===== config.mk =====
export PLATFORM = sky130hd
export DESIGN_NAME = pipe_control_unit
export DESIGN_NICKNAME = d
export VERILOG_FILES = /design/src/rtl/pipe_control_unit.sv
export SDC_FILE = /design/constraint.sdc
export NUM_CORES = 1
export LEC_CHECK = 0
export CAP_MARGIN = 40
export CORE_UTILIZATION = 49
export DETAILED_ROUTE_END_ITERATION = 6
export PLACE_DENSITY = 0.84
export SYNTH_ARGS = -nofsm -noshare
export SYNTH_HDL_FRONTEND = slang
export SYNTH_SLANG_ARGS = --single-unit

===== constraint.sdc =====
create_clock -name clk -period 4.33 [get_ports clk]
set_input_delay 0.433 -clock clk [delete_from_list [all_inputs] [get_ports clk]]
set_output_delay 0.433 -clock clk [all_outputs]
set_load 0.01 [all_outputs]

===== src/rtl/pipe_control_unit.sv =====
// Pipeline control for a 5-stage MIPS-style core: ID decode, ID/EX, EX/MEM and
// MEM/WB control registers, load-use stall, branch/jump redirect and flush.
module pipe_control_unit #(
    parameter int REG_ADDR_W = 5,
    parameter int ALUCTL_W   = 4,
    parameter int LINK_REG   = 31
) (
    input  logic                  clk,
    input  logic                  rst_n,
    input  logic [31:0]           id_instr,
    input  logic                  id_valid,
    input  logic                  ex_zero,
    output logic [1:0]            pc_sel,
    output logic                  pc_stall,
    output logic                  ifid_stall,
    output logic                  ifid_flush,
    output logic [ALUCTL_W-1:0]   ex_alu_ctl,
    output logic [1:0]            ex_alu_src,
    output logic                  ex_beq,
    output logic                  ex_bne,
    output logic                  mem_read,
    output logic                  mem_write,
    output logic [1:0]            mem_size,
    output logic                  wb_reg_write,
    output logic                  wb_mem_to_reg,
    output logic                  wb_link,
    output logic [REG_ADDR_W-1:0] wb_dest,
    output logic                  illegal
);
    localparam logic [ALUCTL_W-1:0] ALU_AND = ALUCTL_W'(4'b0000);
    localparam logic [ALUCTL_W-1:0] ALU_OR  = ALUCTL_W'(4'b0001);
    localparam logic [ALUCTL_W-1:0] ALU_ADD = ALUCTL_W'(4'b0010);
    localparam logic [ALUCTL_W-1:0] ALU_SUB = ALUCTL_W'(4'b0110);
    localparam logic [ALUCTL_W-1:0] ALU_SLT = ALUCTL_W'(4'b0111);
    localparam logic [ALUCTL_W-1:0] ALU_NOR = ALUCTL_W'(4'b1100);
    localparam logic [ALUCTL_W-1:0] ALU_XOR = ALUCTL_W'(4'b1101);

    typedef struct packed {
        logic [ALUCTL_W-1:0] alu_ctl;
        logic [1:0]          alu_src;
        logic                beq;
        logic                bne;
    } ex_ctl_t;

    typedef struct packed {
        logic       rd;
        logic       wr;
        logic [1:0] size;
    } mem_ctl_t;

    typedef struct packed {
        logic                  reg_write;
        logic                  mem_to_reg;
        logic                  link;
        logic [REG_ADDR_W-1:0] dest;
    } wb_ctl_t;

    typedef struct packed {
        ex_ctl_t  ex;
        mem_ctl_t mem;
        wb_ctl_t  wb;
    } idex_t;

    typedef struct packed {
        mem_ctl_t mem;
        wb_ctl_t  wb;
    } exmem_t;

    // alu_ctl is the most significant field, so a bubble is ADD over zeros.
    localparam idex_t IDEX_BUBBLE = idex_t'({ALU_ADD, {($bits(idex_t)-ALUCTL_W){1'b0}}});

    logic [5:0] op, funct;
    logic [4:0] rs, rt, rd;
    logic       unused_shamt;

    assign op           = id_instr[31:26];
    assign rs           = id_instr[25:21];
    assign rt           = id_instr[20:16];
    assign rd           = id_instr[15:11];
    assign funct        = id_instr[5:0];
    assign unused_shamt = ^id_instr[10:6];

    idex_t  idex_q, idex_d, dec;
    exmem_t exmem_q, exmem_d;
    wb_ctl_t memwb_q, memwb_d;

    logic                  legal, uses_rt, is_j, is_jr, wr;
    logic [REG_ADDR_W-1:0] dst;

    always_comb begin
        dec     = IDEX_BUBBLE;
        legal   = 1'b1;
        uses_rt = 1'b0;
        is_j    = 1'b0;
        is_jr   = 1'b0;
        wr      = 1'b0;
        dst     = REG_ADDR_W'(rt);
        case (op)
            6'h00: begin
                uses_rt = 1'b1;
                wr      = 1'b1;
                dst     = REG_ADDR_W'(rd);
                case (funct)
                    6'h20: dec.ex.alu_ctl = ALU_ADD;
                    6'h22: dec.ex.alu_ctl = ALU_SUB;
                    6'h24: dec.ex.alu_ctl = ALU_AND;
                    6'h25: dec.ex.alu_ctl = ALU_OR;
                    6'h26: dec.ex.alu_ctl = ALU_XOR;
                    6'h27: dec.ex.alu_ctl = ALU_NOR;
                    6'h2a: dec.ex.alu_ctl = ALU_SLT;
                    6'h08: begin is_jr = 1'b1; wr = 1'b0; uses_rt = 1'b0; end
                    default: legal = 1'b0;
                endcase
            end
            6'h08, 6'h0f: begin dec.ex.alu_src = 2'b01; wr = 1'b1; end
            6'h0a: begin dec.ex.alu_ctl = ALU_SLT; dec.ex.alu_src = 2'b01; wr = 1'b1; end
            6'h0c: begin dec.ex.alu_ctl = ALU_AND; dec.ex.alu_src = 2'b10; wr = 1'b1; end
            6'h0d: begin dec.ex.alu_ctl = ALU_OR;  dec.ex.alu_src = 2'b10; wr = 1'b1; end
            6'h0e: begin dec.ex.alu_ctl = ALU_XOR; dec.ex.alu_src = 2'b10; wr = 1'b1; end
            6'h23, 6'h21, 6'h20: begin
                dec.ex.alu_src    = 2'b01;
                dec.mem.rd        = 1'b1;
                dec.mem.size      = (op == 6'h23) ? 2'b00 : (op == 6'h21) ? 2'b01 : 2'b10;
                dec.wb.mem_to_reg = 1'b1;
                wr                = 1'b1;
            end
            6'h2b, 6'h29, 6'h28: begin
                dec.ex.alu_src = 2'b01;
                dec.mem.wr     = 1'b1;
                dec.mem.size   = (op == 6'h2b) ? 2'b00 : (op == 6'h29) ? 2'b01 : 2'b10;
                uses_rt        = 1'b1;
            end
            6'h04: begin dec.ex.alu_ctl = ALU_SUB; dec.ex.beq = 1'b1; uses_rt = 1'b1; end
            6'h05: begin dec.ex.alu_ctl = ALU_SUB; dec.ex.bne = 1'b1; uses_rt = 1'b1; end
            6'h02: is_j = 1'b1;
            6'h03: begin is_j = 1'b1; wr = 1'b1; dst = REG_ADDR_W'(LINK_REG); dec.wb.link = 1'b1; end
            default: legal = 1'b0;
        endcase
        dec.wb.dest      = wr ? dst : '0;
        dec.wb.reg_write = wr && (dst != '0);
    end

    logic take_br, load_use;
    assign take_br  = (idex_q.ex.beq & ex_zero) | (idex_q.ex.bne & ~ex_zero);
    assign load_use = idex_q.mem.rd && (idex_q.wb.dest != '0) &&
                      ((idex_q.wb.dest == REG_ADDR_W'(rs)) ||
                       (uses_rt && (idex_q.wb.dest == REG_ADDR_W'(rt))));

    // Redirect priority: taken branch in EX, then illegal, then load-use, then ID jumps.
    always_comb begin
        idex_d     = IDEX_BUBBLE;
        pc_sel     = 2'b00;
        pc_stall   = 1'b0;
        ifid_stall = 1'b0;
        ifid_flush = 1'b0;
        illegal    = 1'b0;
        if (!rst_n) begin
            idex_d = IDEX_BUBBLE;
        end else if (take_br) begin
            pc_sel     = 2'b01;
            ifid_flush = 1'b1;
        end else if (id_valid) begin
            if (!legal) begin
                illegal = 1'b1;
            end else if (load_use) begin
                pc_stall   = 1'b1;
                ifid_stall = 1'b1;
            end else begin
                idex_d = dec;
                if (is_j)  begin pc_sel = 2'b10; ifid_flush = 1'b1; end
                if (is_jr) begin pc_sel = 2'b11; ifid_flush = 1'b1; end
            end
        end
    end

    assign exmem_d = '{mem: idex_q.mem, wb: idex_q.wb};
    assign memwb_d = exmem_q.wb;

    always_ff @(posedge clk or negedge rst_n) begin
        if (!rst_n) begin
            idex_q  <= IDEX_BUBBLE;
            exmem_q <= '0;
            memwb_q <= '0;
        end else begin
            idex_q  <= idex_d;
            exmem_q <= exmem_d;
            memwb_q <= memwb_d;
        end
    end

    assign ex_alu_ctl    = idex_q.ex.alu_ctl;
    assign ex_alu_src    = idex_q.ex.alu_src;
    assign ex_beq        = idex_q.ex.beq;
    assign ex_bne        = idex_q.ex.bne;
    assign mem_read      = exmem_q.mem.rd;
    assign mem_write     = exmem_q.mem.wr;
    assign mem_size      = exmem_q.mem.size;
    assign wb_reg_write  = memwb_q.reg_write;
    assign wb_mem_to_reg = memwb_q.mem_to_reg;
    assign wb_link       = memwb_q.link;
    assign wb_dest       = memwb_q.dest;
endmodule


======== After elaboration in Yosys (flattened, before gate mapping) ========
Cells that the tools add are included.
cells by class
  equality and inequality tests ........... 26
  multiplexer cells ....................... 51
  bitwise operators ....................... 4
  reduce and logical (&&, ||, !) cells .... 18
operators with widths
  operator                                              count
  2-to-1 mux 20 bit                                     5
  equality test 6 bit (second input constant)           13
  case mux 4 bit (6 select lines)                       2
  equality test 6 x 4 -> 1 bit (second input constant)  7
  2-to-1 mux 1 bit                                      26
  2-to-1 mux 2 bit                                      11
  OR reduction 16 bit                                   1
  equality test 6 x 2 -> 1 bit (second input constant)  2
  equality test 6 x 3 -> 1 bit (second input constant)  2
  equality test 5 bit                                   2
  case mux 5 bit (2 select lines)                       1
  nonzero test 5 bit                                    2
  OR reduction 10 bit                                   1
  OR reduction 3 bit                                    3
  OR reduction 9 bit                                    1
  case mux 2 bit (2 select lines)                       2
  OR reduction 8 bit                                    1
  zero test 6 bit                                       1
  case mux 1 bit (2 select lines)                       3
  2-to-1 mux 5 bit                                      1
  OR reduction 5 bit                                    1
  logical AND 1 bit                                     4
  OR reduction 2 bit                                    2
  AND 1 bit                                             2
  other kinds (3)                                       3
word-level totals
  register bits after elaboration ......... 40
  input port bits ......................... 36
  output and inout bits ................... 26
  logic and storage cells ................. 121

======== Longest topological paths before layout ========
Gate-level depths: netlist of the first run.
  depth after elaboration ................. 11
  depth in mapped cells ................... 8
  mapped depth without buffers ............ 5

======== Least setup slack after synthesis of the first run ========
No wires, ideal clock.
  path kind ............................... input -> output
  start ................................... in id_instr[29]
  end ..................................... out pc_stall
  data arrival time ....................... 2.264 ns
  required time ........................... 3.897 ns
  setup slack ............................. 1.633 ns
  stages on the path ...................... 6
  buffers on the path ..................... 3
  cell sequence ........................... or4_1 buf_2 buf_2 o32a_4 a211oi_1 buf_4
between the ends
  longest elaborated chain between the ends .. 11
RTL lines
  element                                                              line  text
  start: declaration                                                   10    input logic [31:0] id_instr,
  equality test 6 bit or equality test 6 x 3 -> 1 bit (tied branches)  98    case (op)
  OR reduction 5 bit (no source line)                                  n/a
  case mux 1 bit (2 select lines)                                      98
  logical AND 1 bit                                                    147   (uses_rt && (idex_q.wb.dest == REG_ADDR_W'(rt))));
  logical OR 1 bit                                                     146   ((idex_q.wb.dest == REG_ADDR_W'(rs)) ||
  logical AND 1 bit                                                    145   assign load_use = idex_q.mem.rd && (idex_q.wb.dest != '0) &&
  2-to-1 mux 1 bit                                                     n/a
  2-to-1 mux 1 bit (*) (4 in a row)                                    n/a
  end: declaration                                                     14    output logic pc_stall,
Every way passes the cells marked *; elsewhere a longest branch is shown, timed or not.

======== Worst setup path after layout of the first run ========
  start ................................... in id_instr[28]
  end ..................................... out ifid_stall
between the ends
  longest elaborated chain between the ends .. 11
RTL lines
  element                                                              line  text
  equality test 6 bit or equality test 6 x 3 -> 1 bit (tied branches)  98
  OR reduction 5 bit (no source line)                                  n/a
  case mux 1 bit (2 select lines)                                      98
  logical AND 1 bit                                                    147
  logical OR 1 bit                                                     146
  logical AND 1 bit                                                    145
  2-to-1 mux 1 bit                                                     165   end else if (load_use) begin
  2-to-1 mux 1 bit (*)                                                 163   if (!legal) begin
  2-to-1 mux 1 bit (*)                                                 162   end else if (id_valid) begin
  2-to-1 mux 1 bit (*)                                                 159   end else if (take_br) begin
  2-to-1 mux 1 bit (*)                                                 157   if (!rst_n) begin
  end: declaration                                                     15    output logic ifid_stall,
Marks and branches as above.

==> flow_metrics.tcl, run 1 <==
set metrics [dict create \
    firstDrtPassIters 4 \
    synth.top_cells.by_area "dfrtp_1 (48%), nor3_1 (4.4%), xnor2_1 (2.7%), xor2_1 (2.7%), or4_1 (2.3%)" \
    num_rows 22 \
    design.core.area_um2 3716 \
    start_util_pct 52.12 \
    die_w_um 64.87 \
    antenna_cells 0 \
    hpwl_um 3310 \
    static-leakage-power_nw 1.109 \
    finalCritPeriodShare_pct 89.68 \
    synth.distinct_cells 51 \
    cts.sinks 38 \
    finalClockSkew_ps 3.378 \
    cpMostUsedCell "clkdlybuf4s50_1" \
    place_ws_ps 514.1 \
    worstHoldPathType "in -> async" \
    grt_pass1_vias 1508 \
    relSlewSlack_pct 65.49 \
    synth_area_um2 1937 \
    cp.arrival_ps 3450 \
    largest_reg_flops 11 \
    drive_gt1_share_pct 8.907 \
    layout.cells.non_filler 295 \
    ctsRootBufferMaster "clkbuf_8" \
    worstPathRequired_ps 3900 \
    antenna_found_initial 0 \
    max_clock_freq_mhz 257.5 \
    ys_async_sr_fraction_pct 100.0 \
    power_frac_comb_pct 15.0 \
    postRouteAntennaNets 0 \
    wl_per_cell_um 14.77 \
    yosys_warnings 0 \
    synth_top_cell_area_share_pct 47.80 \
    synthFlopType "dfrtp_1" \
    via_count 1652 \
    cp_slowest_cell "or4_1" \
    clk_path_buf_depth 2 \
    grt_pass1_wl_um 7072 \
    tns_ps 0 \
    die_y_um 64.87 \
    status "finished clean" \
    pwr_density_cell_nw_per_um2 284.5 \
    gp_congestion 0.8271 \
    p_seq_share_pct 47.8 \
    cts_resized 0 \
    cp-end-kind "primary output" \
    grt-ovfl-total 0 \
    placed_cell_area_um2 2524 \
    cts_made_buffers 5 \
    regToRegSetupSlack_ps 1870 \
    viasPerCell 5.600 \
    switching_power_w 0.0001778 \
    synthCells 192 \
    p_int_w 0.0005716 \
    yosys.cell_count.top_type "dfrtp_1" \
    power_w 0.0007494 \
    r2r_start "exmem_d[1]$_DFF_PN0_" \
    crit_family "buffers and inverters" \
    first_iter_violations 162 \
    drv_slew 0 \
    startpoint_type "input pin" \
    maxCapViolCount 0 \
    io_pins 62 \
    vdd.ir_drop.worst_mv 0.1154 \
    cp.depth 6 \
    critPathBufInv 2 \
    cts_setup_buffers 0 \
    grt_usage_pct 22.46 \
    fin_crit_ps 3883 \
    postCtsHoldBufs 0 \
    final_hold_viol_count 0 \
    synth_edf_count 0 \
    yosysSeqAreaShare_pct 49.16 \
    worstSkewPairLatency_ps 290 \
    place_inst 287 \
    critPathMaxFanout 15 \
    clk_pin_slew_ps 70 \
    die_area_um2 4208 \
    grt_max_degree 43 \
    p_sw_share_pct 23.72 \
    ys_top_cells_by_count "dfrtp_1 (37), nor3_1 (17), nor2_1 (11)" \
    worstPathCellList "clkdlybuf4s50_1, or4_1, a211oi_2, o2111ai_1, a211oi_1, clkdlybuf4s50_1" \
    synth_top_area_cell "dfrtp_1" \
    clkPwrFrac_pct 37.2 \
    timing.rr.end "ex_alu_ctl[1]$_DFF_PN1_" \
    h-tree-depth 2 \
    final_nets 282 \
    worst-setup-path-type "in -> out" \
    port_buffers 56 \
    cts_tree "yes" \
    critPathMaxStageDelay_ps 850 \
    report.final.setup_viol 0 \
    worst_pin_slew_ps 517.6 \
    area_growth_pct 35.98 \
    worstRegToRegCells 5 \
    drt-total-wl_um 4356 \
    rsz0062_at_grt "false" \
    worst_slack_ps 446.8 \
    syn_nets 228 \
    fin_area_um2 2634 \
    syn_area_per_cell_um2 10.09 \
    drc 0 \
    ys_ff_latch 38 \
]
routing by layer:
metal  wire [µm]  part of all wire (%)  up-vias  global-route usage, %
met5           0                     0        -                      0
met4          70                   1.6        0                  11.94
met3         224                   5.1        7                  4.401
met2        2163                    50       63                  34.51
met1        1898                    44      773                  29.76
li1            -                     -      809                      -
placed cells by master, fill, tap and decap left out, types with 5 or more instances in the layout:
cell,count
nand2_1,8
nor2_1,11
buf_4,6
inv_1,8
clkbuf_8,8
nor3_1,17
nor4_1,7
or4_1,6
o21ai_0,5
clkdlybuf4s50_1,55
dfrtp_1,37
a21oi_1,8
xor2_1,6
xnor2_1,6
o22ai_1,5
worst reg2reg max path: cells and delay by family, from the launching register on:
family / cells / cell delay (ps)
AOI/OAI and AO/OA: 1 / 170
DFF: 1 / 420
and+or+nand+nor: 4 / 1780
power groups by stage:
| stage | registers (W) | clock network (W) | logic, W |
|---|---|---|---|
| floorplan | 0.000365 | 0 | 0.0000534 |
| global placement | 0.000365 | 0 | 0.000108 |
| detailed placement | 0.000365 | 0 | 0.000111 |
| CTS | 0.000358 | 0.000281 | 0.000112 |
| global route | 0.000358 | 0.000300 | 0.000122 |
| finish | 0.000358 | 0.000279 | 0.000113 |
worst max-delay path by stage:
stage | start | end | slack (ps)
floorplan | id_instr[29] | pc_stall | 1630
global placement | id_instr[28] | ifid_stall | 580
detailed placement | id_instr[28] | ifid_stall | 510
CTS | id_instr[28] | ifid_stall | 500
global route | id_instr[28] | ifid_stall | 280
finish | id_instr[28] | ifid_stall | 450
kinds of logic after synthesis:
family / synth area share (%)
compound gates: 17.57
xor+xnor: 5.426
buf+inv: 5.361
flops: 49.16
mux: 1.034
simple gates: 21.45
stage by stage:
stage,hold WS [ps],utilization (%)
after floorplan,137.4,-
after global placement,331.4,67.91
after detailed placement,334.7,67.91
after CTS,201.1,70.88
after global routing,226.0,70.88
final,196.6,70.88
cell type report:
class / instances / area (µm²)
inverters: 8 / 30.03
multi-input cells: 131 / 880.8
repair buffers: 62 / 600.6
well taps: 48 / 60.06
fillers: 282 / 1082
flip-flops and latches: 38 / 952.2
clock buffers: 8 / 110.1
Note: power is estimated with default switching activity, not from simulation.
==> inputs of run 2 (changes only) <==
--- a/config.mk
+++ b/config.mk
@@ -6,9 +6,9 @@
 export NUM_CORES = 1
 export LEC_CHECK = 0
 export CAP_MARGIN = 40
-export CORE_UTILIZATION = 49
+export CORE_UTILIZATION = 46
 export DETAILED_ROUTE_END_ITERATION = 6
-export PLACE_DENSITY = 0.84
+export PLACE_DENSITY = 0.8
 export SYNTH_ARGS = -nofsm -noshare
 export SYNTH_HDL_FRONTEND = slang
 export SYNTH_SLANG_ARGS = --single-unit
==> constraint.sdc (replaced) <==
create_clock -name clk -period 4.4 [get_ports clk]
set_input_delay 0.44 -clock clk [delete_from_list [all_inputs] [get_ports clk]]
set_output_delay 0.44 -clock clk [all_outputs]
set_load 0.01 [all_outputs]
==> run 2 against run 1 <==
Compared with the run above: non-clock buffer count did not move; register-to-register slack better by 110 ps; utilization decreased by 6.2 points; global-route usage shrank 1.1 points; routed wire length fell by 1.0%; count of clock-buffer cells in the layout is 3 lower; highest routed layer unchanged; combinational power about the same; sequential share of layout area increased by 0.40 points; clock skew is 1.5 ps higher; via count increased by 2.1%.
==> flow_metrics.tcl, run 2 (same netlist as run 1, synthesis figures left out) <==
set metrics [dict create \
    status "finished clean" \
    met2_length_um 2034 \
    drive_gt1_share_pct 8.537 \
    worstPathRequired_ps 3960 \
    start_util_pct 48.07 \
    final_nets 282 \
    drt-total-wl_um 4311 \
    die_w_um 66.89 \
    drv_slew 0 \
    clk_path_buf_depth 2 \
    report.final.setup_viol 0 \
    final_common_cell "clkdlybuf4s50_1" \
    static-leakage-power_nw 1.095 \
    design.core.area_um2 4029 \
    multi_input_area_um2 880.8 \
    postRouteAntennaNets 0 \
    ctsRootBufferMaster "clkbuf_8" \
    grt_max_degree 43 \
    fin_crit_ps 3911 \
    route.met3.wl_um 259 \
    tns_ps 0 \
    worst-setup-path-type "in -> out" \
    rsz0062_at_grt "false" \
    cts.sinks 38 \
    area_growth_pct 34.50 \
    wl_per_cell_um 14.56 \
    h-tree-depth 2 \
    grt_pass1_wl_um 7051 \
    seq_area_um2 952.2 \
    largest_reg_flops 11 \
    relSlewSlack_pct 65.30 \
    via_count 1686 \
    grt_pass1_vias 1531 \
    cts_made_buffers 5 \
    die_y_um 66.89 \
    dr.max_layer_used "met4" \
    finalCritPeriodShare_pct 88.88 \
    worstHoldPathType "in -> async" \
    max_clock_freq_mhz 255.7 \
    place_ws_ps 546.8 \
    maxCapViolCount 0 \
    io_pins 62 \
    cp.arrival_ps 3470 \
    num_rows 23 \
    place_inst 289 \
    cts_resized 0 \
    cp-end-kind "primary output" \
    startpoint_type "input pin" \
    first_iter_violations 98 \
    firstDrtPassIters 4 \
    worst_pin_slew_ps 519.4 \
    power_w 0.0006775 \
    cts_setup_buffers 0 \
    critPathMaxFanout 15 \
    wl_met1_um 1934 \
    vdd.ir_drop.worst_mv 0.09970 \
    drc 0 \
    grt-ovfl-total 0 \
    final_cell_mix "clkdlybuf4s50_1 (55), dfrtp_1 (37), nor3_1 (17), nor2_1 (11)" \
    gp_congestion 0.8389 \
    worstSkewPairLatency_ps 280 \
    antenna_found_initial 0 \
    worst_slack_ps 489.3 \
    fill_cells 330 \
    antenna_cells 0 \
    viasPerCell 5.696 \
    die_area_um2 4474 \
    final_hold_viol_count 0 \
    clk_pin_slew_ps 70 \
    port_buffers 56 \
    regToRegSetupSlack_ps 1980 \
    layout.cells.non_filler 296 \
    cts_tree "yes" \
    postCtsHoldBufs 0 \
    hpwl_um 3239 \
    grt_usage_pct 21.40 \
    finalClockSkew_ps 4.866 \
    pwr_density_cell_nw_per_um2 260.1 \
]
run 2: report_power, final:
group          internal [W]  total [W]  switching [W]
Clock              0.000106   0.000215       0.000109
Combinational     0.0000530   0.000110      0.0000569
Sequential         0.000352   0.000353    0.000000900
run 2: stage by stage:
stage          hold slack [ps]  utilization, %  area (µm²)
5_1_grt                  232.0           64.66        2605
2_1_floorplan            144.4               -        1937
4_1_cts                  208.0           64.66        2605
3_3_place_gp             332.0           62.70        2526
6_report                 189.0           64.66        2605
3_5_place_dp             336.2           62.70        2526
run 2: path summary, 6_finish.rpt:
path / start / cells past startpoint / endpoint
max in group asynchronous: rst_n / 2 / ex_alu_ctl[1]$_DFF_PN1_
hold / removal: rst_n / 2 / ex_beq$_DFF_PN0_
min in group clk: exmem_q[0]$_DFF_PN0_ / 0 / wb_dest[0]$_DFF_PN0_
hold reg to reg: exmem_q[0]$_DFF_PN0_ / 0 / wb_dest[0]$_DFF_PN0_
setup / recovery: id_instr[28] / 6 / pc_stall
setup reg to reg: exmem_d[1]$_DFF_PN0_ / 5 / ex_alu_ctl[1]$_DFF_PN1_
run 2: per-layer routing:
layer	vias to the layer above	GRT usage (%)
met5	-	0
met4	0	10.64
met3	12	4.795
met2	64	33.08
met1	801	27.92
li1	809	-
run 2: cell type report:
| type | count | area share (%) |
|---|---|---|
| Clock buffer | 5 | 2.642 |
| Clock inverter | 2 | 0.3842 |
| Inverter | 8 | 1.153 |
| Multi-Input combinational cell | 131 | 33.81 |
| Sequential cell | 38 | 36.55 |
| Tap cell | 50 | 2.402 |
| Timing Repair Buffer | 62 | 23.05 |
run 2: worst max-delay path, cell delays in order:
cell and delay (ps):
clkdlybuf4s50_1 590, or4_1 840, a211oi_2 330, o2111ai_1 220, a211oi_1 440, clkdlybuf4s50_1 620
